## src/rtl/gpio_pkg.sv

```systemverilog
// Shared register map and byte-lane helpers for the AHB-Lite GPIO responder.
package gpio_pkg;

   typedef logic [3:0] gpio_ofs_t;

   localparam gpio_ofs_t GPIO_OFS_OUT      = 4'h0;
   localparam gpio_ofs_t GPIO_OFS_OUT_SET  = 4'h1;
   localparam gpio_ofs_t GPIO_OFS_OUT_CLR  = 4'h2;
   localparam gpio_ofs_t GPIO_OFS_IN       = 4'h3;
   localparam gpio_ofs_t GPIO_OFS_IRQ_EN   = 4'h4;
   localparam gpio_ofs_t GPIO_OFS_IRQ_PEND = 4'h5;
   localparam gpio_ofs_t GPIO_OFS_SOC      = 4'h6;
   localparam gpio_ofs_t GPIO_OFS_BLD      = 4'h7;
   localparam gpio_ofs_t GPIO_OFS_CLKF     = 4'h8;

   // Little-endian lane enables for a transfer of the given HSIZE at HADDR[1:0].
   function automatic logic [3:0] gpio_lane_mask(input logic [2:0] size, input logic [1:0] addr);
      case (size)
         3'd0:    return 4'b0001 << addr;
         3'd1:    return addr[1] ? 4'b1100 : 4'b0011;
         default: return 4'b1111;
      endcase
   endfunction

   function automatic logic [31:0] gpio_bit_mask(input logic [3:0] lanes);
      return {{8{lanes[3]}}, {8{lanes[2]}}, {8{lanes[1]}}, {8{lanes[0]}}};
   endfunction

endpackage

```

## src/rtl/gpio_debounce.sv

```systemverilog
// Single-bit input conditioner: 2-flop synchronizer followed by a hold-time debouncer.
module gpio_debounce
   import gpio_pkg::*;
#(
   parameter logic [15:0] DEBOUNCE_CYCLES = 16'd50000
) (
   input  logic cpu_clk,
   input  logic pwrup_rst_n,
   input  logic pin_async,
   output logic pin_db
);

   localparam logic [15:0] CNT_LAST = DEBOUNCE_CYCLES - 16'd1;

   logic [1:0]  sync_q;
   logic [15:0] cnt_q;
   logic        db_q;

   always_ff @(posedge cpu_clk or negedge pwrup_rst_n) begin
      if (!pwrup_rst_n) begin
         sync_q <= '0;
         cnt_q  <= '0;
         db_q   <= 1'b0;
      end else begin
         sync_q <= {sync_q[0], pin_async};
         if (sync_q[1] == db_q) begin
            cnt_q <= '0;
         end else if (cnt_q == CNT_LAST) begin
            db_q  <= sync_q[1];
            cnt_q <= '0;
         end else begin
            cnt_q <= cnt_q + 16'd1;
         end
      end
   end

   assign pin_db = db_q;

endmodule

```

## src/rtl/ahb_lite_gpio.sv

```systemverilog
// Zero-wait-state AHB-Lite responder: LED outputs, debounced buttons with edge
// interrupts, and read-only board identification registers.
module ahb_lite_gpio
   import gpio_pkg::*;
#(
   parameter int unsigned OUT_W           = 6,
   parameter int unsigned IN_W            = 5,
   parameter logic [15:0] DEBOUNCE_CYCLES = 16'd50000,
   parameter logic [31:0] SOC_ID          = 32'h0,
   parameter logic [31:0] BLD_ID          = 32'h0,
   parameter logic [31:0] CLK_FREQ        = 32'h0
) (
   input  logic             HCLK,
   input  logic             HRESETn,
   input  logic [31:0]      HADDR,
   input  logic [1:0]       HTRANS,
   input  logic [2:0]       HSIZE,
   input  logic             HWRITE,
   input  logic [31:0]      HWDATA,
   input  logic             HSEL,
   input  logic             HREADY_IN,
   output logic [31:0]      HRDATA,
   output logic             HREADY,
   output logic             HRESP,
   input  logic [IN_W-1:0]  GPIO_IN,
   output logic [OUT_W-1:0] GPIO_OUT,
   output logic             GPIO_INT
);

   logic            dp_valid_q;
   logic            dp_write_q;
   gpio_ofs_t       dp_ofs_q;
   logic [3:0]      dp_lanes_q;

   logic [OUT_W-1:0] out_q, out_d;
   logic [IN_W-1:0]  irq_en_q, irq_en_d;
   logic [IN_W-1:0]  irq_pend_q, irq_pend_d, pend_clr;
   logic [IN_W-1:0]  in_db, in_db_prev_q;

   logic        wr_commit;
   logic [31:0] bmask, wd;
   logic [31:0] rd_word;
   logic        unused_ok;

   for (genvar i = 0; i < IN_W; i++) begin : g_db
      gpio_debounce #(
         .DEBOUNCE_CYCLES(DEBOUNCE_CYCLES)
      ) u_db (
         .cpu_clk    (HCLK),
         .pwrup_rst_n(HRESETn),
         .pin_async  (GPIO_IN[i]),
         .pin_db     (in_db[i])
      );
   end

   // Address phase is only sampled when the bus is ready; a stalled data phase holds.
   always_ff @(posedge HCLK or negedge HRESETn) begin
      if (!HRESETn) begin
         dp_valid_q <= 1'b0;
         dp_write_q <= 1'b0;
         dp_ofs_q   <= GPIO_OFS_OUT;
         dp_lanes_q <= '0;
      end else if (HREADY_IN) begin
         dp_valid_q <= HSEL & HTRANS[1];
         if (HSEL & HTRANS[1]) begin
            dp_write_q <= HWRITE;
            dp_ofs_q   <= HADDR[5:2];
            dp_lanes_q <= gpio_lane_mask(HSIZE, HADDR[1:0]);
         end
      end
   end

   always_comb begin
      wr_commit = dp_valid_q & dp_write_q & HREADY_IN;
      bmask     = gpio_bit_mask(dp_lanes_q);
      wd        = HWDATA & bmask;
      out_d     = out_q;
      irq_en_d  = irq_en_q;
      pend_clr  = '0;
      if (wr_commit) begin
         case (dp_ofs_q)
            GPIO_OFS_OUT:      out_d = (out_q & ~bmask[OUT_W-1:0]) | wd[OUT_W-1:0];
            GPIO_OFS_OUT_SET:  out_d = out_q | wd[OUT_W-1:0];
            GPIO_OFS_OUT_CLR:  out_d = out_q & ~wd[OUT_W-1:0];
            GPIO_OFS_IRQ_EN:   irq_en_d = (irq_en_q & ~bmask[IN_W-1:0]) | wd[IN_W-1:0];
            GPIO_OFS_IRQ_PEND: pend_clr = wd[IN_W-1:0];
            default: ;
         endcase
      end
      // A rising edge landing on the same cycle as a W1C keeps the bit set.
      irq_pend_d = (irq_pend_q & ~pend_clr) | (in_db & ~in_db_prev_q);
   end

   always_ff @(posedge HCLK or negedge HRESETn) begin
      if (!HRESETn) begin
         out_q        <= '0;
         irq_en_q     <= '0;
         irq_pend_q   <= '0;
         in_db_prev_q <= '0;
      end else begin
         out_q        <= out_d;
         irq_en_q     <= irq_en_d;
         irq_pend_q   <= irq_pend_d;
         in_db_prev_q <= in_db;
      end
   end

   always_comb begin
      rd_word = '0;
      case (dp_ofs_q)
         GPIO_OFS_OUT,
         GPIO_OFS_OUT_SET,
         GPIO_OFS_OUT_CLR:  rd_word = 32'(out_q);
         GPIO_OFS_IN:       rd_word = 32'(in_db);
         GPIO_OFS_IRQ_EN:   rd_word = 32'(irq_en_q);
         GPIO_OFS_IRQ_PEND: rd_word = 32'(irq_pend_q);
         GPIO_OFS_SOC:      rd_word = SOC_ID;
         GPIO_OFS_BLD:      rd_word = BLD_ID;
         GPIO_OFS_CLKF:     rd_word = CLK_FREQ;
         default:           rd_word = '0;
      endcase
   end

   assign HRDATA    = (dp_valid_q && !dp_write_q) ? rd_word : '0;
   assign HREADY    = 1'b1;
   assign HRESP     = 1'b0;
   assign GPIO_OUT  = out_q;
   assign GPIO_INT  = |(irq_pend_q & irq_en_q);
   assign unused_ok = ^{HADDR[31:6], HTRANS[0], wd};

endmodule

```

## config.mk

```make
export PLATFORM = sky130hd
export DESIGN_NAME = ahb_lite_gpio
export DESIGN_NICKNAME = d
export VERILOG_FILES = /design/src/rtl/gpio_pkg.sv /design/src/rtl/gpio_debounce.sv /design/src/rtl/ahb_lite_gpio.sv
export SDC_FILE = /design/constraint.sdc
export NUM_CORES = 1
export LEC_CHECK = 0
export CORE_ASPECT_RATIO = 0.9
export CORE_MARGIN = 2
export CORE_UTILIZATION = 60
export CTS_CLUSTER_DIAMETER = 30
export CTS_CLUSTER_SIZE = 14
export DETAILED_ROUTE_END_ITERATION = 8
export DONT_BUFFER_PORTS = 1
export PLACE_DENSITY = 0.76
export SLEW_MARGIN = 20
export SYNTH_ARGS = -nofsm -noshare
export SYNTH_HDL_FRONTEND = slang
export SYNTH_HIERARCHICAL = 1
export SYNTH_SLANG_ARGS = --single-unit
```

## constraint.sdc

```tcl
create_clock -name HCLK -period 3.9 [get_ports HCLK]
set_input_delay 0.39 -clock HCLK [delete_from_list [all_inputs] [get_ports HCLK]]
set_output_delay 0.39 -clock HCLK [all_outputs]
set_load 0.005 [all_outputs]
```

== Word-level counts from Yosys, hierarchy flattened ==
Cells that the tools add are included.
Storage, ports and cells
  bits in registers: 123
  bits of input ports: 79
  word-level logic and storage cells: 101
  output and inout bits: 41
Cells by class
  reduce and logical (&&, ||, !) cells: 15
  bitwise logic cells: 24
  multiplexer cells: 17
  shift operators: 1
  equal/unequal tests: 16
  $add $sub $neg: 5
Operators with widths (count)
  $mux 16: 10
  $add 16x1->16 const B: 5
  $eq 16x16->1 const B: 5
  $mux 32: 1
  $pmux 6 s4: 1
  $and 5x5->5: 4
  $and 6x6->6: 3
  $pmux 6 s3: 1
  $reduce_and 2->1: 8
  $not 5->5: 3
  $not 6->6: 2
  $or 6x6->6: 2
  $mux 5: 2
  $or 5x5->5: 2
  $eq 4x2->1 const B: 2
  $eq 4x3->1 const B: 2
  $eq 1x1->1: 5
  $not 1->1: 5
  $reduce_or 5->1: 1
  $eq 4x1->1 const B: 1
  $logic_not 4->1: 1
  $and 1x1->1: 3
  $eq 3x1->1 const B: 1
  $logic_not 3->1: 1
  7 further kinds: 7

== Longest topological paths before layout ==
Gate-level depths: netlist (run 1).
  depth after elaboration: 6
  depth in mapped cells: 6
  mapped depth without buffers: 5

== By module ==
Netlist (run 1), hierarchy kept.
By module, submodules not included
  gpio_debounce: cells each 84, area an instance 895.9 um2, times used 5, sequential area each 475.5 um2
  ahb_lite_gpio: cells each 154, area an instance 1607.8 um2, times used 1, sequential area each 700.7 um2

== Least setup slack after synthesis (run 1) ==
Ideal clock, no wire load.
  kind: register to register
  start: reg g_db[0].u_db.cnt_q[10]
  end: reg g_db[0].u_db.db_q
  slack: 2005 ps
  stages on the path, launching flop included: 4
  data arrival time: 1770 ps
  data required time: 3775 ps
  library setup time: 125 ps
  clock period less this slack: 1895 ps
  path buffers: 0
  path through: dfrtp_1 or4b_1 or4_4 mux2_4
On the way
  cells in the longest elaborated chain, start to end: 2
RTL lines
  start, declared: RTL line gpio_debounce.sv:16  | logic [15:0] cnt_q;
  start signal, assigned: RTL line gpio_debounce.sv:32  | cnt_q <= cnt_q + 16'd1;
  $eq 16x16->1: RTL line gpio_debounce.sv:28  | end else if (cnt_q == CNT_LAST) begin
  $reduce_and 2->1 (no source line)
  end signal, assigned: RTL line gpio_debounce.sv:29  | db_q <= sync_q[1];
  end, declared: RTL line gpio_debounce.sv:17  | logic db_q;
Every way passes these cells.
A chain may end at the register's enable or synchronous reset.

== Worst setup path in the final report (run 1) ==
  start: reg dp_ofs_q[1]
  end: out HRDATA[1]
On the way
  cells in the longest elaborated chain, start to end: 4
  elaborated cells on any way between the ends: 9
  those cells by class: 5 x eq/ne; 2 x mux; 2 x reduce/logical
RTL lines
  start, declared: RTL line ahb_lite_gpio.sv:32  | gpio_ofs_t dp_ofs_q;
  start signal, assigned: RTL line ahb_lite_gpio.sv:67  | dp_ofs_q <= HADDR[5:2];
  $eq 4x1->1, or another cell as far along: RTL line ahb_lite_gpio.sv:110  | case (dp_ofs_q)
  $reduce_or 3->1: RTL line ahb_lite_gpio.sv:110
  $pmux 6 s4 *: RTL line ahb_lite_gpio.sv:110
  $mux 32 *: RTL line ahb_lite_gpio.sv:124  | assign HRDATA = (dp_valid_q && !dp_write_q) ? rd_word : '0;
  end, declared: RTL line ahb_lite_gpio.sv:22  | output logic [31:0] HRDATA,
Every way passes the cells marked *; elsewhere a longest branch is shown, timed or not.

==> flow_summary.ini, run 1 <==
[pwr]
p_per_area_nw_per_um2 = 461
p_clk_share_pct = 49.2
seqPwrFrac_pct = 45.5
p_int_uw = 2370
p_leak_uw = 0.00278
p_comb_share_pct = 5.3
ir_drop_v = 0.000428
p_sw_share_pct = 23.4
p_switching_uw = 724

[routing]
routed_wirelength_um = 11600
drt_iter0_drc = 369
drt-pass1-iter-count = 5
vias = 4188
postRouteAntennaNets = 0
vias_per_cell = 5.78
wire_per_inst_um = 15.9
drc = 0

[global_routing]
grtUsageTotal_pct = 23.2
antenna_found_initial = 0
grt_max_degree = 124
grt_pass1_wl_um = 19600
grt_pass1_vias = 3963
globalRouteOverflowTotal = 0

[floorplan]
dieArea_um2 = 11000
dieWidth_um = 110
core_um2 = 9780
pin_count = 120
initial_core_util_pct = 62.2
die_y_um = 99.6
rows = 34

[clock_tree]
clock_latency_ns = 0.42
cts-root-buf = clkbuf_16
clk_pin_slew_worst_paths_ns = 0.06
h-tree-depth = 4
clock_path_buffers = 2
numCtsBuffers = 17
cts_tree = done
clock_sinks = 123

[logic_synthesis]
async_reset_ff_share_pct = 100
synth_edf_count = 0
ys_types = 40
synth.avg_cell_area_um2 = 10.6
synth_area_leaders = dfrtp_1, xnor2_1, nor2_1
yosys.area.top_type = dfrtp_1
synth_flop_cell = dfrtp_1
postSynthCellCount = 574
syn_area_um2 = 6090
ys_seq_elements = 123
yosysTopAreaCellShare_pct = 50.6
synth_warnings = 6
yosysSeqAreaShare_pct = 50.6

[placed_design]
numPortBuffers = 0
dpl.cell_count = 686
gp_congestion = 0.834
hpwl_um = 7170

[status]
status = completed

[sta]
drv_slew = 0
fmax_mhz = 412
hold_viol_final = 0
fin_setup_tns_ns = 0
period_needed_ns = 2.43
finClkSkew_ns = 0.00588
maxSlewHeadroom_pct = 50.1
setup_violations = 0
fin_crit_sh_pct = 62.3
worstMarginPinSlew_ns = 0.743
rsz0062_at_grt = no

[critical_path]
r2r_slack_ns = 1.90
cp-end-kind = output pin
cp_max_fo = 22
crit_required_ns = 3.51
start_kind = flip-flop
path_class = flip-flop to output pin
crit_arrival_ns = 2.04

[final_layout]
synthToLayoutAreaGrowth_pct = 10.2
fin_nets = 670
drive_gt1_share_pct = 12.0
final_cells = 725
antennaDiodeCount = 0

[worst_hold_path]
min_path_type = input pin to flip-flop

[run]
cap_violations = 0
==> state kept, by name (all words and copies together), names as in the netlist, named ones only <==
signal	count
g_db.u_db/cnt_q	80
g_db.u_db/sync_q	10
GPIO_OUT	6
g_db.u_db/pin_db	5
in_db_prev_q	5
irq_pend_q	5
dp_ofs_q	4
dp_lanes_q	1
dp_valid_q	1
dp_write_q	1
==> what timing repair did <==
item,in CTS,in global routing
hold endpoints to repair,128,0
buffers inserted,0,0
hold buffers,7,0
gates resized for setup,0,0
==> power by group through the flow <==
stage | combinational [uW] | clock, uW | sequential (uW)
after CTS | 165 | 1540 | 1410
after floorplan | 147 | 0 | 1400
after global placement | 123 | 0 | 1420
final | 164 | 1520 | 1410
after global routing | 186 | 1610 | 1420
after detailed placement | 129 | 0 | 1430
==> cell type report <==
cell class | instances | area (um2)
clock buffer | 19 | 453
clock inverter | 13 | 125
fill | 737 | 3080
inverter | 16 | 60.1
multi-input combinational | 421 | 2750
sequential | 123 | 3080
tap | 126 | 158
timing repair buffer | 7 | 87.6
==> cell families after synthesis <==
group	Yosys count	share of synthesized area, %
and+or+nand+nor	260	23.6
AOI/OAI and AO/OA	37	4.34
other	2	0.123
buffers and inverters	56	5.94
DFF	123	50.6
adders and majority gates	5	1.03
muxes	16	3.58
xor gates and xnor gates	75	10.8
==> synthesized netlist by cell type (11+ instances only) <==
master / count
xnor2_1: 50
inv_1: 16
nand4_1: 25
nor3_1: 21
buf_4: 28
nor2_1: 87
xor2_1: 25
nor4_1: 15
nand3_1: 37
dfrtp_1: 123
a22o_1: 11
nand2_1: 21
==> stage by stage <==
stage,cell area [um2],utilization [%],setup WS (ns),total power (uW),hold slack (ns)
2_1_floorplan,6180,-,2.01,1540,0.0944
3_3_place_gp,6040,61.7,1.94,1550,0.0981
3_5_place_dp,6040,61.7,1.92,1560,0.0971
4_1_cts,6710,68.5,1.51,3110,0.0519
5_1_grt,6710,68.5,1.34,3210,0.0716
6_report,6710,68.5,1.47,3090,0.0635
==> routing by layer <==
| layer | global-route usage [%] | part of all wire (%) |
|---|---|---|
| met1 | 31.6 | 44 |
| met5 | 0 | 0 |
| met3 | 7.34 | 5.7 |
| met4 | 8.46 | 1.9 |
| met2 | 35.2 | 48 |
==> cell usage in the layout (no fill, tap or decap), types with 7 or more instances in the layout <==
cell type / netlist / layout
nor3_1: 21 / 21
clkbuf_16: 0 / 17
nor2_1: 87 / 87
nand3_1: 37 / 37
dfrtp_1: 123 / 123
o21ai_0: 7 / 7
a22o_1: 11 / 11
clkinv_2: 0 / 7
mux2_4: 10 / 10
xnor2_1: 50 / 50
nand4_1: 25 / 25
inv_1: 16 / 16
conb_1: 2 / 28
nand2_1: 21 / 21
xor2_1: 25 / 25
nor4_1: 15 / 15
==> path summary, 6_finish.rpt <==
path,from,endpoint,cells past startpoint
min reg2reg,g_db[2].u_db/sync_q[0],g_db[2].u_db/sync_q[1],0
max in group asynchronous,HRESETn,g_db[2].u_db/cnt_q[5],2
max,dp_ofs_q[1],HRDATA[1],3
min,HREADY_IN,dp_valid_q,1
max reg2reg,g_db[1].u_db/cnt_q[10],g_db[1].u_db/pin_db,3
min in group asynchronous,HRESETn,asynchronous set/reset pin,2
==> worst max-delay path, cell delays in order (launching register included) <==
cell and delay, ns:
dfrtp_1 0.61, and4bb_2 0.57, a22oi_1 0.14, a21oi_1 0.30
Power figures use the tool's default switching activity.
==> inputs of run 2 (changes only) <==
==> constraint.sdc (replaced) <==
create_clock -name HCLK -period 2.45 [get_ports HCLK]
set_input_delay 0.245 -clock HCLK [delete_from_list [all_inputs] [get_ports HCLK]]
set_output_delay 0.245 -clock HCLK [all_outputs]
set_load 0.005 [all_outputs]
==> flow_summary.ini, run 2 (synthesis gave the netlist of run 1 again) <==
[status]
status = complete, but fails checks
violations = hold timing

[clock_tree]
clock_path_buffers = 2
clock_sinks = 123
cts_tree = done
numCtsBuffers = 17
clk_pin_slew_worst_paths_ns = 0.06
h-tree-depth = 4
cts_hold_buf = 17
clock_latency_ns = 0.41
cts-root-buf = clkbuf_16

[pwr]
p_per_area_nw_per_um2 = 739
ir_drop_v = 0.000923
p_leak_uw = 0.00284

[final_layout]
fin_nets = 682
regMostFlops = g_db.u_db/cnt_q
antennaDiodeCount = 0
largest_reg_flops = 80
synthToLayoutAreaGrowth_pct = 12.5
final_common_cell = dfrtp_1
drive_gt1_share_pct = 11.8
layout_common_cells = dfrtp_1, nor2_1, xnor2_1, nand3_1, conb_1

[placed_design]
gp_congestion = 0.834
numPortBuffers = 0
hpwl_um = 7190

[critical_path]
cpPeakStageDelay_ns = 0.64
slowest_stage = dfrtp_1
r2r_end = g_db[1].u_db/pin_db
path_class = flip-flop to output pin
r2r_start = g_db[1].u_db/cnt_q[10]
start_kind = flip-flop
path_cells = and4bb_2, a22oi_1, a21oi_1
cp_max_fo = 15
cp-end-kind = output pin
crit_required_ns = 2.20
crit_arrival_ns = 1.91
r2r_slack_ns = 0.47
ff2ff_path_depth = 3

[sta]
worstMarginPinSlew_ns = 0.859
hold_viol_final = 123
fmax_mhz = 463
finClkSkew_ns = 0.00580
whs_ns = -0.473
maxSlewHeadroom_pct = 42.3
rsz0062_at_grt = no
period_needed_ns = 2.16
setup_violations = 0
fin_setup_tns_ns = 0
drv_slew = 0
fin_crit_sh_pct = 88.2

[routing]
drt_iter0_drc = 195
wire_per_inst_um = 15.4
drc = 0
vias_per_cell = 5.69
postRouteAntennaNets = 0
drt-pass1-iter-count = 5
routed_wirelength_um = 11400
vias = 4192

[floorplan]
rows = 34
initial_core_util_pct = 62.2
core_um2 = 9780
die_y_um = 99.6
pin_count = 120
dieArea_um2 = 11000
dieWidth_um = 110

[run]
cap_violations = 0

[global_routing]
grt_pass1_wl_um = 19300
grt_max_degree = 124
globalRouteOverflowTotal = 0
grtUsageTotal_pct = 22.7
antenna_found_initial = 0
grt_pass1_vias = 4141

[worst_hold_path]
min_path_type = input pin to asynchronous set/reset pin
==> run 2: worst max path at each step <==
stage / from / end / slack [ns] / depth (start not counted)
6_report: dp_ofs_q[0] / HRDATA[2] / 0.29 / 3
5_1_grt: dp_ofs_q[0] / HRDATA[1] / 0.16 / 3
4_1_cts: dp_ofs_q[0] / HRDATA[1] / 0.32 / 3
3_5_place_dp: g_db[4].u_db/cnt_q[12] / g_db[4].u_db/pin_db / 0.48 / 3
3_3_place_gp: g_db[1].u_db/cnt_q[10] / g_db[1].u_db/pin_db / 0.49 / 3
2_1_floorplan: g_db[0].u_db/cnt_q[10] / g_db[0].u_db/pin_db / 0.56 / 3
==> run 2: where the power goes <==
part	switching, uW	internal [uW]
registers	109	2120
logic	127	129
clock network	872	1700
total	1110	3950
==> run 2: area by class of cell <==
cell class	instances	area, um2
Sequential cell	123	3080
Fill cell	693	2940
Multi-Input combinational cell	421	2750
Clock buffer	22	484
Timing Repair Buffer	19	185
Tap cell	126	158
Clock inverter	10	139
Inverter	16	60.1
==> run 2: critical path, delay by kind of cell (launching register included) <==
family	cells	cell delay (ns)
AOI/OAI and AO/OA	2	0.39
DFF	1	0.64
and+or+nand+nor	1	0.46
==> run 2: per-stage QoR <==
stage / setup slack (ns) / cells / power [uW] / cell area, um2 / utilization [%]
after global routing: 0.163 / 737 / 5250 / 6850 / 70.0
after CTS: 0.315 / 737 / 5100 / 6850 / 70.0
final: 0.290 / 737 / 5060 / 6850 / 70.0
after detailed placement: 0.481 / 688 / 2480 / 6060 / 61.9
after global placement: 0.494 / 688 / 2470 / 6060 / 61.9
after floorplan: 0.555 / 600 / 2460 / 6180 / -
==> run 2: layer usage <==
metal  track usage, %  part of all wire [%]  vias to the layer above
met2             34.4                    47                      105
met1             30.2                    46                     2066
li1                 -                     -                     1997
met4             9.42                   1.9                        0
met5                0                     0                        -
met3             7.47                   5.1                       24
==> run 2: repair_timing <==
action,in CTS,in global routing
setup endpoints to repair,0,0
endpoints found under the hold margin,145,123
setup buffers,0,0
gates resized for setup,0,0
==> inputs of run 3 (changes only) <==
--- a/config.mk
+++ b/config.mk
@@ -13,7 +13,7 @@
 export DETAILED_ROUTE_END_ITERATION = 8
 export DONT_BUFFER_PORTS = 1
 export PLACE_DENSITY = 0.76
-export SLEW_MARGIN = 20
+export RECOVER_POWER = 50
 export SYNTH_ARGS = -nofsm -noshare
 export SYNTH_HDL_FRONTEND = slang
 export SYNTH_HIERARCHICAL = 1
==> results of run 3 <==
No change in the layout: final DEF, timing and power equal those of run 2.
